## src/rtl/loader_pkg.sv

```systemverilog
// Shared definitions for the boot-time instruction loader: FSM encoding and
// byte-lane constants for little-endian word assembly.
package loader_pkg;

    typedef enum logic [2:0] {
        ST_IDLE,
        ST_LEN,
        ST_DATA,
        ST_DONE,
        ST_ERR
    } state_e;

    localparam int BYTE_W         = 8;
    localparam int BYTES_PER_WORD = 4;
    localparam int WORD_W         = BYTE_W * BYTES_PER_WORD;
    localparam int LANE_W         = $clog2(BYTES_PER_WORD);

    localparam logic [LANE_W-1:0] LANE_FIRST = '0;
    localparam logic [LANE_W-1:0] LANE_LAST  = LANE_W'(BYTES_PER_WORD - 1);

endpackage

```

## src/rtl/word_assembler.sv

```systemverilog
// Collects bytes into little-endian 32-bit words; word_vld_o pulses
// combinationally with the byte that completes a word.
module word_assembler
    import loader_pkg::*;
(
    input  logic              clk,
    input  logic              rst_n,
    input  logic              clr_i,
    input  logic              byte_vld_i,
    input  logic [BYTE_W-1:0] byte_i,
    output logic              word_vld_o,
    output logic [WORD_W-1:0] word_o
);

    logic [LANE_W-1:0]        lane_q, lane_d;
    logic [WORD_W-BYTE_W-1:0] shift_q, shift_d;

    // Earlier bytes shift down, so the first byte lands in [7:0] once the
    // fourth byte is placed on top.
    assign word_vld_o = byte_vld_i && (lane_q == LANE_LAST);
    assign word_o     = {byte_i, shift_q};

    always_comb begin
        lane_d  = lane_q;
        shift_d = shift_q;
        if (clr_i) begin
            lane_d  = LANE_FIRST;
            shift_d = '0;
        end else if (byte_vld_i) begin
            lane_d  = lane_q + 1'b1;
            shift_d = {byte_i, shift_q[WORD_W-BYTE_W-1:BYTE_W]};
        end
    end

    always_ff @(posedge clk or negedge rst_n) begin
        if (!rst_n) begin
            lane_q  <= LANE_FIRST;
            shift_q <= '0;
        end else begin
            lane_q  <= lane_d;
            shift_q <= shift_d;
        end
    end

endmodule

```

## src/rtl/inst_loader.sv

```systemverilog
// Boot loader: reads a word count then that many little-endian words from a
// byte stream and writes them to instruction RAM, holding the core meanwhile.
module inst_loader
    import loader_pkg::*;
#(
    parameter int           W         = 32,
    parameter logic [W-1:0] BASE_ADDR = '0,
    parameter int           MAX_WORDS = 2048,
    parameter int           TIMEOUT   = 1000000
) (
    input  logic         clk,
    input  logic         rst_n,
    input  logic         start,
    input  logic [7:0]   rx_data,
    input  logic         rx_valid,
    output logic         rx_ready,
    output logic         is_write,
    output logic [W-1:0] im_addr,
    output logic [W-1:0] im_inst,
    output logic         core_hold,
    output logic         load_done,
    output logic         load_err
);

    localparam int TW = (TIMEOUT > 1) ? $clog2(TIMEOUT + 1) : 1;
    localparam logic [TW-1:0] TO_LAST = (TIMEOUT > 0) ? TW'(TIMEOUT - 1) : '0;

    state_e            state_q, state_d;
    logic [W-1:0]      n_q, n_d, k_q, k_d, addr_q, addr_d, inst_q, inst_d;
    logic [TW-1:0]     idle_q, idle_d;
    logic              wr_q, wr_d;
    logic              acc, asm_clr, word_vld, timed_out;
    logic [WORD_W-1:0] word;

    assign rx_ready  = (state_q == ST_LEN) || (state_q == ST_DATA);
    assign acc       = rx_valid && rx_ready;
    assign timed_out = (TIMEOUT != 0) && !acc && (idle_q == TO_LAST);

    assign is_write  = wr_q;
    assign im_addr   = addr_q;
    assign im_inst   = inst_q;
    assign core_hold = rx_ready || (state_q == ST_ERR);
    assign load_done = (state_q == ST_DONE);
    assign load_err  = (state_q == ST_ERR);

    word_assembler u_asm (
        .clk        (clk),
        .rst_n      (rst_n),
        .clr_i      (asm_clr),
        .byte_vld_i (acc),
        .byte_i     (rx_data),
        .word_vld_o (word_vld),
        .word_o     (word)
    );

    always_comb begin
        state_d = state_q;
        n_d     = n_q;
        k_d     = k_q;
        idle_d  = idle_q;
        wr_d    = 1'b0;
        addr_d  = addr_q;
        inst_d  = inst_q;
        asm_clr = 1'b0;

        // Idle counter only runs while bytes are expected; saturates at all-ones.
        if (!rx_ready || acc)   idle_d = '0;
        else if (idle_q != '1)  idle_d = idle_q + 1'b1;

        case (state_q)
            ST_IDLE, ST_DONE, ST_ERR: begin
                if (start) begin
                    state_d = ST_LEN;
                    asm_clr = 1'b1;
                    k_d     = '0;
                end
            end
            ST_LEN: begin
                if (word_vld) begin
                    n_d = W'(word);
                    if (word == '0)                          state_d = ST_DONE;
                    else if (word > WORD_W'(MAX_WORDS))      state_d = ST_ERR;
                    else                                     state_d = ST_DATA;
                end else if (timed_out) begin
                    state_d = ST_ERR;
                end
            end
            ST_DATA: begin
                if (word_vld) begin
                    wr_d   = 1'b1;
                    inst_d = W'(word);
                    addr_d = BASE_ADDR + (k_q << 2);
                    k_d    = k_q + 1'b1;
                end
                // Leave on the write cycle of the last word so load_done follows it.
                if (wr_q && (k_q == n_q))  state_d = ST_DONE;
                else if (timed_out)        state_d = ST_ERR;
            end
            default: state_d = ST_IDLE;
        endcase
    end

    always_ff @(posedge clk or negedge rst_n) begin
        if (!rst_n) begin
            state_q <= ST_IDLE;
            n_q     <= '0;
            k_q     <= '0;
            idle_q  <= '0;
            wr_q    <= 1'b0;
            addr_q  <= BASE_ADDR;
            inst_q  <= '0;
        end else begin
            state_q <= state_d;
            n_q     <= n_d;
            k_q     <= k_d;
            idle_q  <= idle_d;
            wr_q    <= wr_d;
            addr_q  <= addr_d;
            inst_q  <= inst_d;
        end
    end

endmodule

```

## config.mk

```make
export PLATFORM = sky130hd
export DESIGN_NAME = inst_loader
export DESIGN_NICKNAME = d
export VERILOG_FILES = /design/src/rtl/loader_pkg.sv /design/src/rtl/word_assembler.sv /design/src/rtl/inst_loader.sv
export SDC_FILE = /design/constraint.sdc
export NUM_CORES = 1
export LEC_CHECK = 0
export CAP_MARGIN = 10
export CORE_MARGIN = 1
export CORE_UTILIZATION = 55
export DETAILED_ROUTE_END_ITERATION = 8
export GPL_TIMING_DRIVEN = 0
export PLACE_DENSITY = 0.77
export SLEW_MARGIN = 10
export SYNTH_ARGS = -nofsm -noshare
export SYNTH_HDL_FRONTEND = slang
export SYNTH_SLANG_ARGS = --single-unit
```

## constraint.sdc

```tcl
create_clock -name clk -period 5 [get_ports clk]
set_clock_uncertainty 0.2 [all_clocks]
set_input_delay 0.5 -clock clk [delete_from_list [all_inputs] [get_ports clk]]
set_output_delay 0.5 -clock clk [all_outputs]
set_load 0.01 [all_outputs]
```

==> key figures, run 1 <==
Die
  – Site row count: 44
  – Die Area: 0.01527 sq mm
  – Core Area: 0.01448 sq mm
  – # IOs: 81
  – Die W: 123.6 um
  – Initial Util: 56.14%
  – Die H: 123.6 um

STA
  – Rel. slew slack: 54.63%
  – Max Slew Vio Count: 0
  – RSZ-0062 raised after global routing: false
  – Fmax: 349.4 MHz
  – Setup Viol. Count Final: 0
  – Worst-margin pin slew: 663.4 ps
  – Fin crit period: 2862 ps
  – Final period utilization: 57.24%
  – Final hold vios: 0
  – Hold slack: 274.5 ps

Cells and area
  – Final Instance Area: 0.009754 sq mm
  – Nets: 962
  – Reg area: 0.004404 sq mm
  – Area of the multi-input gates: 0.003498 sq mm
  – Layout Utilization: 67.37%
  – Fill cell count: 1159
  – Post-Layout Cell Count: 1144
  – ANT cells: 0
  – Area growth, synth to finish: 20.01%
  – Share of post-route cells with drive strength above 1: 8.958%

Critical path
  – Count of buffer and inverter cells on the critical path: 2
  – Worst path slowest cell: clkdlybuf4s50_1
  – Crit Path Class: flip-flop to output pin
  – CP Max Fanout: 10
  – Crit path largest cell delay: 470 ps
  – CP Launch Type: flip-flop
  – R2r startpoint: state_q[1]
  – CP endpoint kind: output pin
  – Worst path arrival time: 2160 ps
  – Crit path required time: 4300 ps
  – Worst-path cell chain: buf_2, xnor2_1, nor2_1, or2_2, clkdlybuf4s50_1
  – Top Family by Delay on Critical Path: buffers and inverters
  – R2r setup slk: 2190 ps
  – Path depth of the worst reg2reg path: 8
  – Worst R2R End: im_addr[9]

Job
  – Max Cap Viol: 0

Synthesis
  – Mean Syn Cell Area: 9.596 sq um
  – Mapped Cells: 847
  – Register area share after synthesis: 54.19%
  – Asr flop ratio synth: 100.0%
  – Synth Register Bits: 176
  – Post-synth top flop: dfrtp_1
  – Netlist Area Pre-Place: 0.008128 sq mm
  – Ys Warns: 0
  – Netlist cell types: 51
  – Post-synth EDFFs: 0

Route
  – Via-per-instance ratio: 5.776
  – Routed wire length per instance: 17.45 um
  – DRT iter0 DRCs: 637
  – Residual DRC: 0
  – Post-Route WL: 19.96 mm
  – Via count: 6608
  – Post-route ant nets: 0
  – Pre-antenna DRT Iters: 5

GRT
  – Antenna violations before repair: 0
  – Pin count of the biggest net entering global routing: 100
  – GRT Total Usage: 28.10%
  – Grt ovf: 0
  – First-pass GRT wire length: 32.11 mm
  – Vias in the first global route: 6281

Min path
  – Hold crit path type: flip-flop to flip-flop
  – Hold endpoint: im_addr[6]
  – Hold Path Depth: 2
  – Hold wc startpoint: im_addr[6]

Power
  – PnR Total Power: 3.904 mW
  – Cell Pwr Density: 400.2 mW/mm^2
  – Maximum VDD drop: 0.0002846 V
  – Lkg Pwr: 4.406 nW

CTS
  – CTS tree: done
  – # clock sinks: 176
  – Clk_lat worst skew: 440 ps
  – Clock root cell: clkbuf_16
  – Clock Path Buffers: 2
  – H-tree Lvls: 4
  – Post_cts resized: 0
  – Inserted Clock Buffers: 17
  – Worst-path clk slew: 60 ps
  – Post-CTS Hold Fix Bufs: 1
  – Setup repair bufs after CTS: 0

Placement
  – Routability cong.: 0.8720
  – Detail Placement HPWL: 13.72 mm
  – Dpl cells: 1111
  – Port bufs: 78
  – Placed instance area: 0.009175 sq mm

Run status
  – Status: complete, no violations
-- worst max-delay path by stage --
stage                    start     endpoint  slack (ps)  cells past startpoint
floorplan           state_q[2]      n_q[24]        2760                      5
global placement         rst_n  im_addr[27]       -4000                      1
detailed placement  rx_data[1]   state_q[2]        1940                      6
CTS                 state_q[0]    core_hold        2110                      5
global route        state_q[0]    core_hold        2040                      5
finish              state_q[0]    core_hold        2140                      5
-- stage by stage --
stage | setup TNS [ps] | setup WS, ps
after global placement | -700910 | -3999
final | 0 | 2138
after detailed placement | 0 | 1941
after floorplan | 0 | 2759
after global routing | 0 | 2040
after CTS | 0 | 2114
-- per-layer routing --
metal,wire length (um),global-route usage (%),up-vias
li1,-,-,3091
met1,9023,39.39,3243
met2,9394,43.85,240
met3,1170,4.889,34
met4,373,10.39,0
met5,0,0,-
-- kinds of logic after synthesis --
| logic type | count (synthesis) | share of synthesized area [%] |
|---|---|---|
| DFF | 176 | 54.19 |
| other | 1 | 0.04614 |
| xor gates and xnor gates | 60 | 6.466 |
| buffers and inverters | 55 | 2.817 |
| and+or+nand+nor | 438 | 25.08 |
| AOI/OAI and AO/OA | 82 | 6.527 |
| muxes | 32 | 4.418 |
| adders and majority gates | 3 | 0.4619 |
-- cell usage after synthesis (10+ instances only) --
cell type / n / area (sq um)
clkbuf_1: 28 / 105.1
nand4_1: 20 / 125.1
nor3_1: 11 / 55.05
xnor2_1: 51 / 446.7
buf_2: 12 / 60.06
or4_1: 10 / 75.07
nand2_1: 249 / 934.7
nor2_1: 39 / 146.4
a21oi_1: 22 / 110.1
dfrtp_1: 176 / 4404
nand3_1: 48 / 240.2
or3_1: 11 / 68.82
nor4_1: 12 / 75.07
mux2_2: 31 / 349.1
o31ai_1: 12 / 90.09
o21ai_0: 21 / 105.1
-- tightest hold or removal path: cells and delay by family, from the launching register on --
| family | cells | cell delay [ps] |
|---|---|---|
| DFF | 1 | 340 |
| and+or+nand+nor | 2 | 100 |
-- power breakdown --
part | internal [mW] | switching, mW | leakage [nW]
Clock | 0.741 | 0.576 | 0.273
Sequential | 1.64 | 0.254 | 2.38
Combinational | 0.334 | 0.355 | 1.75
Total | 2.72 | 1.19 | 4.41
-- layout by cell type, fill, tap and decap left out, types with 17 or more instances in the layout --
| cell type | instances |
|---|---|
| nor2_1 | 39 |
| nand3_1 | 48 |
| a21oi_1 | 22 |
| nand2_1 | 249 |
| dfrtp_1 | 176 |
| clkdlybuf4s50_1 | 77 |
| nand4_1 | 20 |
| xnor2_1 | 51 |
| mux2_2 | 31 |
| o21ai_0 | 21 |
| clkbuf_16 | 17 |
| clkbuf_1 | 32 |
-- state kept, by name, indices dropped and copies added, names as in the netlist --
register and cells:
k_q 32, u_asm.lane_q 2, im_addr 30, n_q 32
im_inst 32, u_asm.shift_q 24, is_write 1, state_q 3
idle_q 20
-- final cells by class --
cell class / count / share of cell area, %
inverters: 6 / 0.2309
multi-input cells: 617 / 35.86
clock inverters: 11 / 1.321
plain buffers: 49 / 2.116
clock buffers: 21 / 4.515
flip-flops and latches: 176 / 45.15
well taps: 184 / 2.360
repair buffers: 80 / 8.440
No activity file was read; power rests on OpenSTA's default activity.
==> run 2, diff against run 1 <==
==> constraint.sdc (replaced) <==
create_clock -name clk -period 2.9 [get_ports clk]
set_clock_uncertainty 0.2 [all_clocks]
set_input_delay 0.29 -clock clk [delete_from_list [all_inputs] [get_ports clk]]
set_output_delay 0.29 -clock clk [all_outputs]
set_load 0.01 [all_outputs]
==> results of run 2 <==
The final DEF is identical to that of run 1. Status: complete, no violations.
Among the figures that moved: setup slack after placement 1941 ps -> 50.64 ps; setup slack after layout 2138 ps -> 87.23 ps; hold slack 274.5 ps -> 235.6 ps; start point of the critical path state_q[0] -> state_q[1]; end point of the critical path core_hold -> im_addr[9]; register-to-register setup slack 2190 ps -> 90 ps; total power 3.904 mW -> 6.731 mW; worst IR drop on VDD 0.0002846 V -> 0.0004907 V
==> run 3, diff against run 2 <==
--- a/config.mk
+++ b/config.mk
@@ -8,10 +8,11 @@
 export CAP_MARGIN = 10
 export CORE_MARGIN = 1
 export CORE_UTILIZATION = 55
+export CTS_CLUSTER_DIAMETER = 120
 export DETAILED_ROUTE_END_ITERATION = 8
 export GPL_TIMING_DRIVEN = 0
 export PLACE_DENSITY = 0.77
-export SLEW_MARGIN = 10
+export SLEW_MARGIN = 40
 export SYNTH_ARGS = -nofsm -noshare
 export SYNTH_HDL_FRONTEND = slang
 export SYNTH_SLANG_ARGS = --single-unit
==> run 3 against run 2 <==
Against the previous run:
- count of clock-buffer cells in the layout decreased by 1
- sequential share of layout area is essentially flat
- global-route usage decreased by 0.39 points
- largest cell class unchanged
==> key figures, run 3 (synthesis results as in run 1) <==
CTS
  – CTS tree: done
  – Clock root cell: clkbuf_16
  – Worst-path clk slew: 60 ps
  – Post_cts resized: 0
  – # clock sinks: 176
  – Clock Path Buffers: 2
  – Clk_lat worst skew: 430 ps
  – Inserted Clock Buffers: 17
  – H-tree Lvls: 4

Die
  – Initial Util: 56.14%
  – Die W: 123.6 um
  – Site row count: 44
  – Die Area: 0.01527 sq mm
  – Core Area: 0.01448 sq mm
  – Die H: 123.6 um
  – # IOs: 81

Critical path
  – Worst path arrival time: 2960 ps
  – Worst Setup SP: state_q[1]
  – R2r setup slk: 100 ps
  – Crit path required time: 3060 ps
  – CP Max Fanout: 10
  – CP endpoint: im_addr[9]
  – R2r startpoint: state_q[1]
  – CP endpoint kind: flip-flop
  – Path depth of the worst reg2reg path: 8
  – Crit Path Class: flip-flop to flip-flop
  – Worst R2R End: im_addr[9]
  – CP Launch Type: flip-flop

Cells and area
  – Post-Layout Cell Count: 1142
  – Final Instance Area: 0.009763 sq mm
  – Commonest non-fill, non-tap cell in the layout: nand2_1
  – Nets: 963
  – Most frequent cells in the layout: 249 x nand2_1, 176 x dfrtp_1, 77 x clkdlybuf4s50_1, 51 x xnor2_1, 48 x nand3_1
  – ANT cells: 0
  – Fill cell count: 1180
  – Area of the multi-input gates: 0.003498 sq mm
  – Reg area: 0.004404 sq mm
  – Area growth, synth to finish: 20.12%
  – Layout Utilization: 67.43%
  – Share of post-route cells with drive strength above 1: 8.873%

GRT
  – GRT Total Usage: 27.71%
  – Vias in the first global route: 6261
  – Grt ovf: 0
  – Pin count of the biggest net entering global routing: 74
  – First-pass GRT wire length: 31.84 mm
  – Antenna violations before repair: 0

Route
  – Via-per-instance ratio: 5.770
  – Post-Route WL: 19.57 mm
  – Residual DRC: 0
  – Via count: 6589
  – DRT iter0 DRCs: 556
  – Pre-antenna DRT Iters: 5
  – Routed wire length per instance: 17.13 um
  – Post-route ant nets: 0

Run status
  – Status: complete, no violations

STA
  – Hold slack: 163.6 ps
  – Final WS setup: 98.46 ps
  – Max Slew Vio Count: 0
  – Setup Viol. Count Final: 0
  – Fmax: 356.9 MHz
  – Final period utilization: 96.60%
  – Total Neg Setup Slack: 0 ps
  – Fin crit period: 2802 ps
  – Rel. slew slack: 51.59%
  – Worst-margin pin slew: 719.5 ps
  – RSZ-0062 raised after global routing: false
  – Final hold vios: 0

Power
  – Maximum VDD drop: 0.0004857 V
  – Cell Pwr Density: 681.1 mW/mm^2
  – Lkg Pwr: 4.416 nW
  – PnR Total Power: 6.649 mW

Placement
  – Detail Placement HPWL: 13.84 mm
  – Port bufs: 78
  – Dpl cells: 1112
  – Routability cong.: 0.8720
  – Placed instance area: 0.009203 sq mm
  – Pre-CTS WS: 50.64 ps

Job
  – Max Cap Viol: 0

Min path
  – Hold crit path type: primary input to async pin
-- run 3: cell types whose count changed in the layout (fill, tap and decap cells not counted), sizes merged --
cell / before / now
buf: 23 / 24
inv: 10 / 7
clkinv: 3 / 6
clkinvlp: 2 / 0
clkbuf: 49 / 48
-- run 3: worst max-delay path, cell delays in order, from the launching register on --
cell and delay [ps]:
dfrtp_1 310, buf_2 180, nor3b_2 320, nand3_1 220
inv_2 170, clkbuf_1 530, buf_1 550, nand2_1 160
nand2_1 80
-- run 3: metal layers --
layer / vias to the layer above / track usage, % / share of wire (%)
met2: 265 / 41.55 / 46
met1: 3184 / 39.75 / 46
li1: 3101 / - / -
met5: - / 0 / 0
met3: 39 / 5.812 / 6.3
met4: 0 / 10.09 / 2.5
-- run 3: layout make-up --
type,count,area share (%)
flip-flops and latches,176,45.11
well taps,184,2.358
clock buffers,20,4.473
multi-input cells,617,35.83
repair buffers,81,8.715
clock inverters,9,1.166
plain buffers,49,2.115
inverters,6,0.2307
-- run 3: power breakdown --
part	total, mW	leakage [nW]	internal (mW)	switching (mW)
Clock	2.19	0.270	1.26	0.928
Combinational	1.19	1.76	0.579	0.611
Sequential	3.27	2.38	2.84	0.436
Total	6.65	4.42	4.67	1.98
-- run 3: worst min-delay path by stage --
| stage | slack (ps) | endpoint | from | depth (start not counted) |
|---|---|---|---|---|
| after floorplan | -210 | idle_q[0] | rst_n | 0 |
| after global placement | 260 | im_addr[9] | im_addr[9] | 2 |
| after detailed placement | 30 | idle_q[5] | rst_n | 1 |
| after CTS | 180 | idle_q[5] | rst_n | 2 |
| after global routing | 210 | idle_q[5] | rst_n | 2 |
| final | 160 | idle_q[5] | rst_n | 2 |
-- run 3: repair_timing --
action	in CTS	in global routing
hold buffers	1	0
hold endpoints to repair	55	0
setup buffers	0	0
